### config.mk
export PLATFORM = sky130hd
export DESIGN_NAME = qnigma_alu_arb
export DESIGN_NICKNAME = d
export VERILOG_FILES = /design/src/rtl/qnigma_alu_arb.sv
export SDC_FILE = /design/constraint.sdc
export NUM_CORES = 1
export LEC_CHECK = 0
export CELL_PAD_IN_SITES_DETAIL_PLACEMENT = 1
export CELL_PAD_IN_SITES_GLOBAL_PLACEMENT = 2
export CORE_MARGIN = 10
export CORE_UTILIZATION = 22
export CTS_CLUSTER_DIAMETER = 60
export DETAILED_ROUTE_END_ITERATION = 12
export GPL_ROUTABILITY_DRIVEN = 0
export GPL_TIMING_DRIVEN = 0
export PLACE_DENSITY_LB_ADDON = 0.25
export SLEW_MARGIN = 25
export SYNTH_ARGS = -nofsm -noshare
export SYNTH_HDL_FRONTEND = slang
export SYNTH_SLANG_ARGS = --single-unit
### constraint.sdc
create_clock -name clk -period 7.6 [get_ports clk]
set_input_delay 1.52 -clock clk [delete_from_list [all_inputs] [get_ports clk]]
set_output_delay 1.52 -clock clk [all_outputs]
set_load 0.01 [all_outputs]
### src/rtl/qnigma_alu_arb.sv
// qnigma_alu_arb: round-robin sequencer sharing one ALU core among NREQ requesters.
// A single job is in flight at a time. Grant, strobe and response outputs are
// registered, so each is asserted in the cycle where the FSM sits in the
// matching state.
module qnigma_alu_arb #(
  parameter int NREQ = 4,
  parameter int W    = 32,
  parameter int TMO  = 255
) (
  input  logic                clk,
  input  logic                rst,
  input  logic [NREQ-1:0]     req,
  input  logic [2*NREQ-1:0]   req_op,
  input  logic [W*NREQ-1:0]   req_opa,
  input  logic [W*NREQ-1:0]   req_opb,
  output logic [NREQ-1:0]     gnt,
  output logic [NREQ-1:0]     rsp_vld,
  output logic [2*W-1:0]      rsp_res,
  output logic                rsp_ovf,
  output logic                rsp_eql,
  output logic                rsp_err,
  output logic [W-1:0]        core_opa,
  output logic [W-1:0]        core_opb,
  output logic                core_add,
  output logic                core_sub,
  output logic                core_mul,
  output logic                core_cal,
  input  logic [2*W-1:0]      core_res,
  input  logic                core_ovf,
  input  logic                core_eql,
  input  logic                core_don
);

  localparam int PW = (NREQ > 1) ? $clog2(NREQ) : 1;
  localparam int CW = 16;
  localparam logic [CW-1:0] TMO_C = CW'(TMO);

  typedef enum logic [2:0] {IDLE, ISSUE, WAIT, RESP, FLUSH} state_t;

  state_t          state_reg, state_next;
  logic [CW-1:0]   cnt_reg, cnt_next;
  logic [PW-1:0]   ptr_reg, own_reg;
  logic            tmo_reg;
  logic            wait_tmo;

  logic [NREQ-1:0] gnt_reg, rsp_vld_reg;
  logic [2*W-1:0]  rsp_res_reg;
  logic            rsp_ovf_reg, rsp_eql_reg, rsp_err_reg;
  logic [W-1:0]    core_opa_reg, core_opb_reg;
  logic            core_add_reg, core_sub_reg, core_mul_reg, core_cal_reg;

  logic [1:0]      op_arr  [NREQ];
  logic [W-1:0]    opa_arr [NREQ];
  logic [W-1:0]    opb_arr [NREQ];
  logic [NREQ-1:0] pick_oh, own_oh;
  logic            pick_vld;
  logic [PW-1:0]   pick_idx, cand;
  logic [1:0]      pick_op;

  // Unpack per-requester fields and build one-hot owner/pick vectors.
  generate
    for (genvar gi = 0; gi < NREQ; gi++) begin : g_req
      assign op_arr[gi]  = req_op[2*gi +: 2];
      assign opa_arr[gi] = req_opa[W*gi +: W];
      assign opb_arr[gi] = req_opb[W*gi +: W];
      assign pick_oh[gi] = pick_vld && (pick_idx == PW'(gi));
      assign own_oh[gi]  = (own_reg == PW'(gi));
    end
  endgenerate

  assign pick_op = op_arr[pick_idx];

  // Round-robin pick: first set request at or after the pointer, wrapping.
  // Iterating from the farthest offset down lets the nearest one win.
  always_comb begin
    pick_vld = 1'b0;
    pick_idx = '0;
    cand     = '0;
    for (int k = NREQ - 1; k >= 0; k--) begin
      cand = PW'((int'(ptr_reg) + k) % NREQ);
      if (req[cand]) begin
        pick_vld = 1'b1;
        pick_idx = cand;
      end
    end
  end

  // Next-state and wait/flush counter logic.
  always_comb begin
    state_next = state_reg;
    cnt_next   = cnt_reg;
    wait_tmo   = 1'b0;
    case (state_reg)
      IDLE: begin
        if (pick_vld) state_next = (pick_op == 2'b11) ? RESP : ISSUE;
      end
      ISSUE: begin
        // A done pulse here cannot belong to this job; it is ignored.
        state_next = WAIT;
        cnt_next   = '0;
      end
      WAIT: begin
        if (core_don) begin
          state_next = RESP;
        end else begin
          cnt_next = cnt_reg + CW'(1);
          if (cnt_next == TMO_C) begin
            wait_tmo   = 1'b1;
            state_next = RESP;
          end
        end
      end
      RESP: begin
        cnt_next   = '0;
        state_next = tmo_reg ? FLUSH : IDLE;
      end
      FLUSH: begin
        // Swallow the late done of the abandoned job, bounded by the timeout.
        cnt_next = cnt_reg + CW'(1);
        if (core_don || (cnt_next == TMO_C)) begin
          state_next = IDLE;
          cnt_next   = '0;
        end
      end
      default: state_next = IDLE;
    endcase
  end

  // State, pointer and registered outputs; pulses default low every cycle.
  always_ff @(posedge clk) begin
    if (rst) begin
      state_reg    <= IDLE;
      cnt_reg      <= '0;
      ptr_reg      <= '0;
      own_reg      <= '0;
      tmo_reg      <= 1'b0;
      gnt_reg      <= '0;
      rsp_vld_reg  <= '0;
      rsp_res_reg  <= '0;
      rsp_ovf_reg  <= 1'b0;
      rsp_eql_reg  <= 1'b0;
      rsp_err_reg  <= 1'b0;
      core_opa_reg <= '0;
      core_opb_reg <= '0;
      core_add_reg <= 1'b0;
      core_sub_reg <= 1'b0;
      core_mul_reg <= 1'b0;
      core_cal_reg <= 1'b0;
    end else begin
      state_reg    <= state_next;
      cnt_reg      <= cnt_next;
      gnt_reg      <= '0;
      rsp_vld_reg  <= '0;
      core_cal_reg <= 1'b0;
      case (state_reg)
        IDLE: begin
          if (pick_vld) begin
            own_reg <= pick_idx;
            gnt_reg <= pick_oh;
            if (pick_op == 2'b11) begin
              // Reserved op never reaches the core; answer with an error at once.
              rsp_vld_reg <= pick_oh;
              rsp_res_reg <= '0;
              rsp_ovf_reg <= 1'b0;
              rsp_eql_reg <= 1'b0;
              rsp_err_reg <= 1'b1;
              tmo_reg     <= 1'b0;
            end else begin
              core_opa_reg <= opa_arr[pick_idx];
              core_opb_reg <= opb_arr[pick_idx];
              core_add_reg <= (pick_op == 2'b00);
              core_sub_reg <= (pick_op == 2'b01);
              core_mul_reg <= (pick_op == 2'b10);
              core_cal_reg <= 1'b1;
            end
          end
        end
        WAIT: begin
          if (core_don) begin
            rsp_vld_reg <= own_oh;
            rsp_res_reg <= core_res;
            rsp_ovf_reg <= core_ovf;
            rsp_eql_reg <= core_eql;
            rsp_err_reg <= 1'b0;
            tmo_reg     <= 1'b0;
          end else if (wait_tmo) begin
            rsp_vld_reg <= own_oh;
            rsp_res_reg <= '0;
            rsp_ovf_reg <= 1'b0;
            rsp_eql_reg <= 1'b0;
            rsp_err_reg <= 1'b1;
            tmo_reg     <= 1'b1;
          end
        end
        RESP: begin
          ptr_reg <= (own_reg == PW'(NREQ - 1)) ? '0 : own_reg + PW'(1);
        end
        default: ;
      endcase
    end
  end

  assign gnt      = gnt_reg;
  assign rsp_vld  = rsp_vld_reg;
  assign rsp_res  = rsp_res_reg;
  assign rsp_ovf  = rsp_ovf_reg;
  assign rsp_eql  = rsp_eql_reg;
  assign rsp_err  = rsp_err_reg;
  assign core_opa = core_opa_reg;
  assign core_opb = core_opb_reg;
  assign core_add = core_add_reg;
  assign core_sub = core_sub_reg;
  assign core_mul = core_mul_reg;
  assign core_cal = core_cal_reg;

endmodule
==> reports/results.tsv, run 1 <==
stage	metric	value	unit
yosys	yosys_most_used_dff	dfxtp_1	
power	power_switching_share	0.326	
finish	area_delta_synth_final	72.7	%
routing	wl_per_cell	24.1	um
die	dieWidth	214	um
flow_run	drv_cap	0	
timing	finalCritPeriodShare	0.604	
critical_path	crit_fanout	10	
finish	utilization	0.383	
critical_path	r2r-end	core_opa[16]	
power	ir_worst_vdd	0.128	mV
routing	viasPerCell	4.81	
critical_path	crit_top_cell	clkbuf_1	
critical_path	crit_start	req[1]	
power	power_leakage	5.17	nW
power	power.density	192	nW/um^2
global_routing	grt_max_degree	18	
clock_network	cts_buffers	17	
routing	routed_wl	48900	um
die	io_pins	480	
global_routing	grt_use_total	0.206	
worst_hold_path	hold_path.class	reg -> reg	
place	port-buffer-count	479	
timing	timing.setup.tns	0	ns
timing	slew_headroom	0.428	
die	start_util	0.222	
routing	first_pass_iters	4	
critical_path	cpPeakStageDelay	0.57	ns
clock_network	insertion_delay	0.44	ns
yosys	synth_edf_count	0	
place	post-dp-hpwl	39800	um
timing	worst_pin_slew	0.854	ns
critical_path	worstReg2RegStart	ptr_reg[0]	
clock_network	cts_setup_buffers	0	
yosys	syn-cell-area	8310	um^2
clock_network	ctsResizeCount	0	
clock_network	cts-hold-fix-buffers	0	
timing	hold_slack	0.458	ns
power	power	0.00276	W
critical_path	r2r_cells	9	
timing	fin_crit	4.59	ns
power	clkPwrFrac	0.321	
clock_network	clock-sinks	167	
yosys	syn_nets	1340	
critical_path	critical_path_required	7.96	ns
power	power.internal	0.00186	W
critical_path	r2r_slack	4.21	ns
yosys	syn_area_per_cell	8.34	um^2
routing	postRouteAntennaNets	0	
clock_network	htreeDepth	4	
die	die_area	45900	um^2
timing	setup_violations	0	
power	p_switching	0.000899	W
finish	fin_cells	2027	
routing	post-route-drc-count	0	
global_routing	grt-ovfl-total	0	
clock_network	root_buffer	clkbuf_16	
critical_path	crit_path_end	core_opa[16]	
timing	rsz0062_at_grt	false	
critical_path	crit_type	in -> reg	
timing	fin_skew	0.0163	ns
critical_path	critPathArrivalTime	4.95	ns
timing	final-hold-violation-count	0	
die	design.core.area	37500	um^2
worst_hold_path	min_from	core_opa[15]	
clock_network	clk_path_buf_depth	2	
yosys	synth_cells	997	
power	pwr-share-seq	0.359	
yosys	yosys_warnings	0	
global_routing	grt_pass1_vias	10400	
global_routing	antenna_found_initial	20	
timing	drv_slew	0	
run_status	outcome	completed	
timing	fmax	0.218	GHz
die	die_h	214	um
finish	mostFrequentLayoutCells	479 x clkdlybuf4s50_1, 224 x nand2_1, 167 x dfxtp_1	
yosys	ys_seq_area_frac	0.402	
critical_path	crit_path_end_kind	register	
critical_path	startpoint_type	input pin	
yosys	postSynth.asyncResetShare	0	
routing	drtIter0Drc	407	
finish	layout_commonest_cell	clkdlybuf4s50_1	
global_routing	grt_pass1_wl	72000	um
power	power_frac_comb	0.319	
place	place_inst	1987	
finish	fillers	4401	
clock_network	cts_tree	done	
critical_path	cp_slowest_cell	clkbuf_1	
clock_network	clkTransAtPathRegs	0.07	ns
critical_path	worstPathCellList	clkdlybuf4s50_1, nand2b_1, a21oi_1, a211o_1, clkbuf_1, clkbuf_1, clkbuf_1, nand2_1, a311o_1, a21oi_1	
yosys	synth.distinct_cells	61	
finish	nets	1838	
finish	largest_reg_flops	64	
yosys	ys_seq_elements	167	
routing	vias	9743	
die	rows	71	
finish	layout-drive-gt1-share	0.0451	
[cell families (layout without fill, tap and decap cells)]
| kind of cell | count (synthesis) | in the layout | synth area share |
|---|---|---|---|
| other | 0 | 9 | 0 |
| muxes | 7 | 7 | 0.00888 |
| adders and majority gates | 6 | 6 | 0.00903 |
| buffers and inverters | 98 | 608 | 0.0539 |
| AOI/OAI and AO/OA | 335 | 335 | 0.309 |
| and+or+nand+nor | 379 | 379 | 0.211 |
| DFF | 167 | 167 | 0.402 |
| xor gates and xnor gates | 5 | 5 | 0.00527 |
[metrics by stage]
stage / cell area (um^2) / worst slack [ns]
floorplan: 8310 / 4.16
CTS: 14300 / 2.94
finish: 14400 / 3.01
global placement: 13700 / 2.52
detailed placement: 13700 / 2.50
global route: 14300 / 2.70
[how the worst min path moves through the flow]
stage | slack (ns) | endpoint | cells past startpoint
2_1_floorplan | 0.44 | cnt_reg[15] | 1
3_3_place_gp | 0.44 | core_opa[3] | 2
3_5_place_dp | 0.45 | core_opa[26] | 2
4_1_cts | 0.46 | core_opa[3] | 2
5_1_grt | 0.48 | core_opb[3] | 2
6_report | 0.46 | core_opa[15] | 2
[power by group through the flow]
stage          logic [W]  registers, W  clock network [W]
2_1_floorplan   0.000350       0.00104                  0
6_report        0.000881      0.000992           0.000887
5_1_grt         0.000956       0.00100           0.000959
3_3_place_gp    0.000885       0.00101                  0
4_1_cts         0.000896      0.000992           0.000921
3_5_place_dp    0.000891       0.00101                  0
[area by class of cell]
| class | count | area (um^2) | share of cell area |
|---|---|---|---|
| clock inverters | 14 | 160 | 0.0112 |
| clock buffers | 17 | 425 | 0.0296 |
| repair buffers | 479 | 4790 | 0.334 |
| multi-input cells | 732 | 4520 | 0.315 |
| flip-flops and latches | 167 | 3340 | 0.233 |
| well taps | 511 | 639 | 0.0445 |
| inverters | 9 | 33.8 | 0.00235 |
| diodes | 9 | 22.5 | 0.00157 |
| plain buffers | 89 | 414 | 0.0289 |
[worst max-delay path: cells and delay by family]
kind / cells / cell delay, ns
and+or+nand+nor: 2 / 0.30
buffers and inverters: 4 / 2.04
AOI/OAI and AO/OA: 4 / 1.07
[synthesized netlist by cell type (5+ instances only)]
cell      instances  area [um^2]
and3_1           12         75.1
dfxtp_1         167         3340
clkbuf_1         62          233
a211oi_1         67          503
nor3_1           10         50.1
a21oi_1          82          410
ha_1              6         75.1
and2_1           68          425
a31oi_1           5         31.3
nor2_1           26         97.6
a311o_1          64          641
a22o_1           72          631
a21o_1            5         37.5
inv_1             9         33.8
o21ai_0          11         55.1
nand2_1         224          841
nand3_1          12         60.1
buf_2            19         95.1
[metal layers]
| layer | vias up | track usage | part of all wire |
|---|---|---|---|
| met4 | 22 | 0.0390 | 0.010 |
| met1 | 4694 | 0.239 | 0.43 |
| met3 | 50 | 0.0941 | 0.092 |
| met2 | 326 | 0.343 | 0.47 |
| met5 | - | 0 | 0.0030 |
| li1 | 4651 | - | - |
Note: power is estimated with default switching activity, not from simulation.
==> run 2: changes to the inputs <==
- CORE_UTILIZATION: 22 -> 18
- clock period: 7.6 -> 3.9 ns (I/O delays scaled with it)
==> reports/results.tsv, run 2 (synthesized netlist as in run 1, its figures left out) <==
stage	metric	value	unit
global_routing	antenna_found_initial	9	
routing	vias	9644	
timing	fin_skew	0.00936	ns
finish	mostFrequentLayoutCells	479 x clkdlybuf4s50_1, 224 x nand2_1, 167 x dfxtp_1	
finish	nets	1838	
timing	final-hold-violation-count	0	
clock_network	htreeDepth	4	
timing	fin_crit	3.56	ns
power	power.density	372	nW/um^2
timing	rsz0062_at_grt	false	
power	power_leakage	5.16	nW
critical_path	crit_path_end_kind	register	
global_routing	grt_pass1_vias	10500	
critical_path	worstPathCellList	clkdlybuf4s50_1, nand2b_1, a21oi_1, a211o_1, clkbuf_1, clkbuf_2, clkbuf_1, nand2_1, a311o_1, a21oi_1	
timing	finalCritPeriodShare	0.914	
clock_network	cts_buffers	17	
clock_network	clkTransAtPathRegs	0.07	ns
global_routing	grt-ovfl-total	0	
clock_network	clk_path_buf_depth	2	
routing	viasPerCell	4.57	
die	die_h	235	um
timing	setup_violations	0	
global_routing	grt_use_total	0.177	
place	post-dp-hpwl	41100	um
routing	post-route-drc-count	0	
finish	fin_cells	2111	
critical_path	critical_path_required	4.28	ns
place	port-buffer-count	479	
routing	postRouteAntennaNets	0	
worst_hold_path	hold_path.class	reg -> reg	
finish	layout-drive-gt1-share	0.0458	
clock_network	root_buffer	clkbuf_16	
critical_path	critPathArrivalTime	3.94	ns
clock_network	clock-sinks	167	
global_routing	grt_pass1_wl	73800	um
finish	layout_commonest_cell	clkdlybuf4s50_1	
timing	fmax	0.281	GHz
finish	largest_reg_flops	64	
routing	first_pass_iters	4	
timing	drv_slew	0	
place	dpl-instance-area	13900	um^2
flow_run	drv_cap	0	
die	dieWidth	235	um
place	place_ws	-0.575	ns
critical_path	startpoint_type	input pin	
critical_path	cp_slowest_cell	clkbuf_1	
timing	slew_headroom	0.472	
run_status	outcome	completed	
clock_network	insertion_delay	0.46	ns
die	die_area	55200	um^2
timing	worst_slack	0.337	ns
routing	routed_wl	50500	um
die	start_util	0.183	
die	io_pins	480	
critical_path	crit_type	in -> reg	
place	place_inst	2076	
finish	final_cell_area	14400	um^2
routing	drtIter0Drc	287	
die	design.core.area	45500	um^2
clock_network	cts-hold-fix-buffers	0	
clock_network	cts_tree	done	
global_routing	grt_max_degree	17	
routing	wl_per_cell	23.9	um
finish	area_delta_synth_final	73.7	%
critical_path	cpPeakStageDelay	0.49	ns
timing	timing.setup.tns	0	ns
critical_path	crit_fanout	10	
timing	worst_pin_slew	0.788	ns
die	rows	78	
finish	utilization	0.317	
power	ir_worst_vdd	0.302	mV
## run 2: worst max-delay path, delay by kind of cell
family                 cells  cell delay, ns
AND/OR/NAND/NOR            2            0.34
buffers and inverters      4            1.76
AO/OA/AOI/OAI              4            1.05
## run 2: layer usage
layer  GRT usage  vias to the layer above  routed length [um]
met5           0                        -                  84
met4      0.0425                       14                 641
met3      0.0787                       41                4670
met2       0.302                      352               24100
met1       0.199                     4587               21000
li1            -                     4650                   -
## run 2: final timing paths
check	from	to	slack, ns	depth (start not counted)
setup / recovery	req[1]	core_opa[27]	0.34	10
hold / removal	core_opb[12]	core_opb[12]	0.46	2
setup reg to reg	cnt_reg[1]	rsp_res[9]	0.54	10
hold reg to reg	core_opb[12]	core_opb[12]	0.46	2
## run 2: area by class of cell
class                      count  area, um^2
antenna                        5        12.5
buffer                        89         418
clock buffer                  19         443
clock inverter                11         116
fill                        5389       31000
inverter                       9        33.8
multi-input combinational    732        4520
sequential                   167        3340
tap                          600         751
timing repair buffer         479        4790
## run 2: metrics by stage
step	power [W]	hold slack, ns
after CTS	0.00548	0.457
after floorplan	0.00271	0.444
after detailed placement	0.00375	0.448
final	0.00537	0.456
after global placement	0.00373	0.442
after global routing	0.00567	0.472
## run 2: power breakdown
part	internal [W]	switching (W)
logic	0.000861	0.000865
clock network	0.000903	0.000797
registers	0.00186	0.0000880
total	0.00362	0.00175
## run 2: repair_timing
item                                    CTS  global route
buffers inserted                          0             0
resized for setup                         1             4
cloned                                    0             0
endpoints found under the setup margin    6            31
==> run 3: changes to the inputs <==
- SETUP_SLACK_MARGIN: unset -> 0.5
- SKIP_CTS_REPAIR_TIMING: unset -> 1
==> reports/results.tsv, run 3 (synthesized netlist as in run 1, its figures left out) <==
stage	metric	value	unit
run_status	outcome	completed	
finish	largest_reg_flops	64	
power	power.internal	0.00363	W
die	rows	78	
critical_path	critPathArrivalTime	3.50	ns
power	ir_worst_vdd	0.301	mV
timing	rsz0062_at_grt	false	
worst_hold_path	min_from	core_opb[18]	
critical_path	r2r_slack	0.72	ns
timing	setup_violations	0	
critical_path	worstReg2RegStart	cnt_reg[1]	
power	power.density	372	nW/um^2
timing	fin_skew	0.00848	ns
finish	layout_commonest_cell	clkdlybuf4s50_1	
worst_hold_path	hold_end	core_opb[18]	
critical_path	crit_fanout	10	
global_routing	grt_pass1_wl	73800	um
timing	final-hold-violation-count	0	
critical_path	critical_path_required	4.21	ns
critical_path	startpoint_type	input pin	
worst_hold_path	hold_path.class	reg -> reg	
power	power_leakage	5.20	nW
routing	first_pass_iters	4	
clock_network	clk_path_buf_depth	2	
clock_network	cts_tree	done	
routing	postRouteAntennaNets	0	
critical_path	cpPeakStageDelay	0.48	ns
worst_hold_path	whs_path_depth	2	
clock_network	clock-sinks	167	
critical_path	crit_path_end_kind	register	
critical_path	r2r_cells	11	
die	die_area	55200	um^2
flow_run	drv_cap	0	
place	dpl-instance-area	13900	um^2
place	post-dp-hpwl	41100	um
finish	nets	1840	
power	pwr-share-seq	0.361	
routing	drtIter0Drc	315	
timing	fmax	0.313	GHz
power	p_switching	0.00176	W
finish	layout-drive-gt1-share	0.0564	
critical_path	cp_top_family	buffers and inverters	
power	power	0.00539	W
timing	slew_headroom	0.465	
routing	post-route-drc-count	0	
power	power_switching_share	0.326	
timing	worst_pin_slew	0.799	ns
global_routing	grt_max_degree	17	
routing	viasPerCell	4.57	
clock_network	root_buffer	clkbuf_16	
clock_network	cts_buffers	17	
critical_path	crit_type	in -> reg	
timing	drv_slew	0	
die	io_pins	480	
global_routing	antenna_found_initial	9	
die	dieWidth	235	um
finish	utilization	0.319	
clock_network	clkTransAtPathRegs	0.07	ns
routing	routed_wl	50500	um
place	port-buffer-count	479	
die	die_h	235	um
finish	mostFrequentLayoutCells	479 x clkdlybuf4s50_1, 224 x nand2_1, 167 x dfxtp_1	
critical_path	r2r-end	rsp_res[45]	
routing	wl_per_cell	23.9	um
timing	hold_slack	0.455	ns
critical_path	crit_start	req[1]	
critical_path	worstPathCellList	clkdlybuf4s50_1, a21o_1, a21oi_1, o22a_1, clkbuf_4, mux2_2, o21ai_2, clkbuf_4, buf_2, a311o_1, a21oi_1	
clock_network	insertion_delay	0.45	ns
timing	fin_crit	3.19	ns
routing	vias	9665	
critical_path	cp_slowest_cell	clkdlybuf4s50_1	
power	power_frac_comb	0.324	
timing	timing.setup.tns	0	ns
die	start_util	0.183	
finish	final_cell_area	14500	um^2
global_routing	grt_use_total	0.177	
die	design.core.area	45500	um^2
finish	area_delta_synth_final	74.5	%
power	clkPwrFrac	0.316	
critical_path	path_buf_inv	4	
timing	finalCritPeriodShare	0.819	
clock_network	htreeDepth	4	
global_routing	grt-ovfl-total	0	
global_routing	grt_pass1_vias	10500	
run 3: per-stage QoR:
| step | cells | worst slack (ns) |
|---|---|---|
| after global placement | 2076 | -0.575 |
| after detailed placement | 2076 | -0.575 |
| final | 2113 | 0.708 |
| after floorplan | 997 | 1.20 |
| after global routing | 2109 | 0.512 |
| after CTS | 2106 | -0.0919 |
run 3: worst max path at each step:
stage	endpoint	slack (ns)	cells past startpoint
2_1_floorplan	core_opa[21]	1.20	11
3_3_place_gp	core_opa[1]	-0.57	10
3_5_place_dp	core_opa[1]	-0.58	10
4_1_cts	core_opa[1]	-0.09	10
5_1_grt	core_opa[21]	0.51	11
6_report	core_opb[4]	0.71	11
run 3: final cells by class:
class                      instances  area, um^2
fill                            5385       31000
timing repair buffer             481        4810
multi-input combinational        732        4540
sequential                       167        3340
tap                              600         751
buffer                            89         452
clock buffer                      19         443
clock inverter                    11         116
inverter                           9        33.8
antenna                            5        12.5
run 3: routing by layer:
layer | share of wire | wire length (um) | vias to the layer above | track usage
met1 | 0.41 | 20800 | 4593 | 0.199
met4 | 0.014 | 720 | 14 | 0.0425
met2 | 0.48 | 24100 | 361 | 0.302
li1 | - | - | 4650 | -
met5 | 0.0017 | 84 | - | 0
met3 | 0.095 | 4780 | 47 | 0.0787
run 3: worst register-to-register path, stage by stage, from the launching register on:
cell and delay (ns):
dfxtp_1 0.43, ha_2 0.31, and4_2 0.34, nand4_1 0.21, nor3b_1 0.22, o22a_1 0.24
a41oi_4 0.35, nor2_2 0.10, a211oi_4 0.39, buf_6 0.24, buf_8 0.16, a22o_1 0.14
run 3: power by group through the flow:
stage,sequential [W],clock (W),combinational [W]
2_1_floorplan,0.00203,0,0.000682
3_3_place_gp,0.00198,0,0.00175
3_5_place_dp,0.00198,0,0.00176
4_1_cts,0.00195,0.00177,0.00177
5_1_grt,0.00196,0.00183,0.00190
6_report,0.00194,0.00170,0.00175
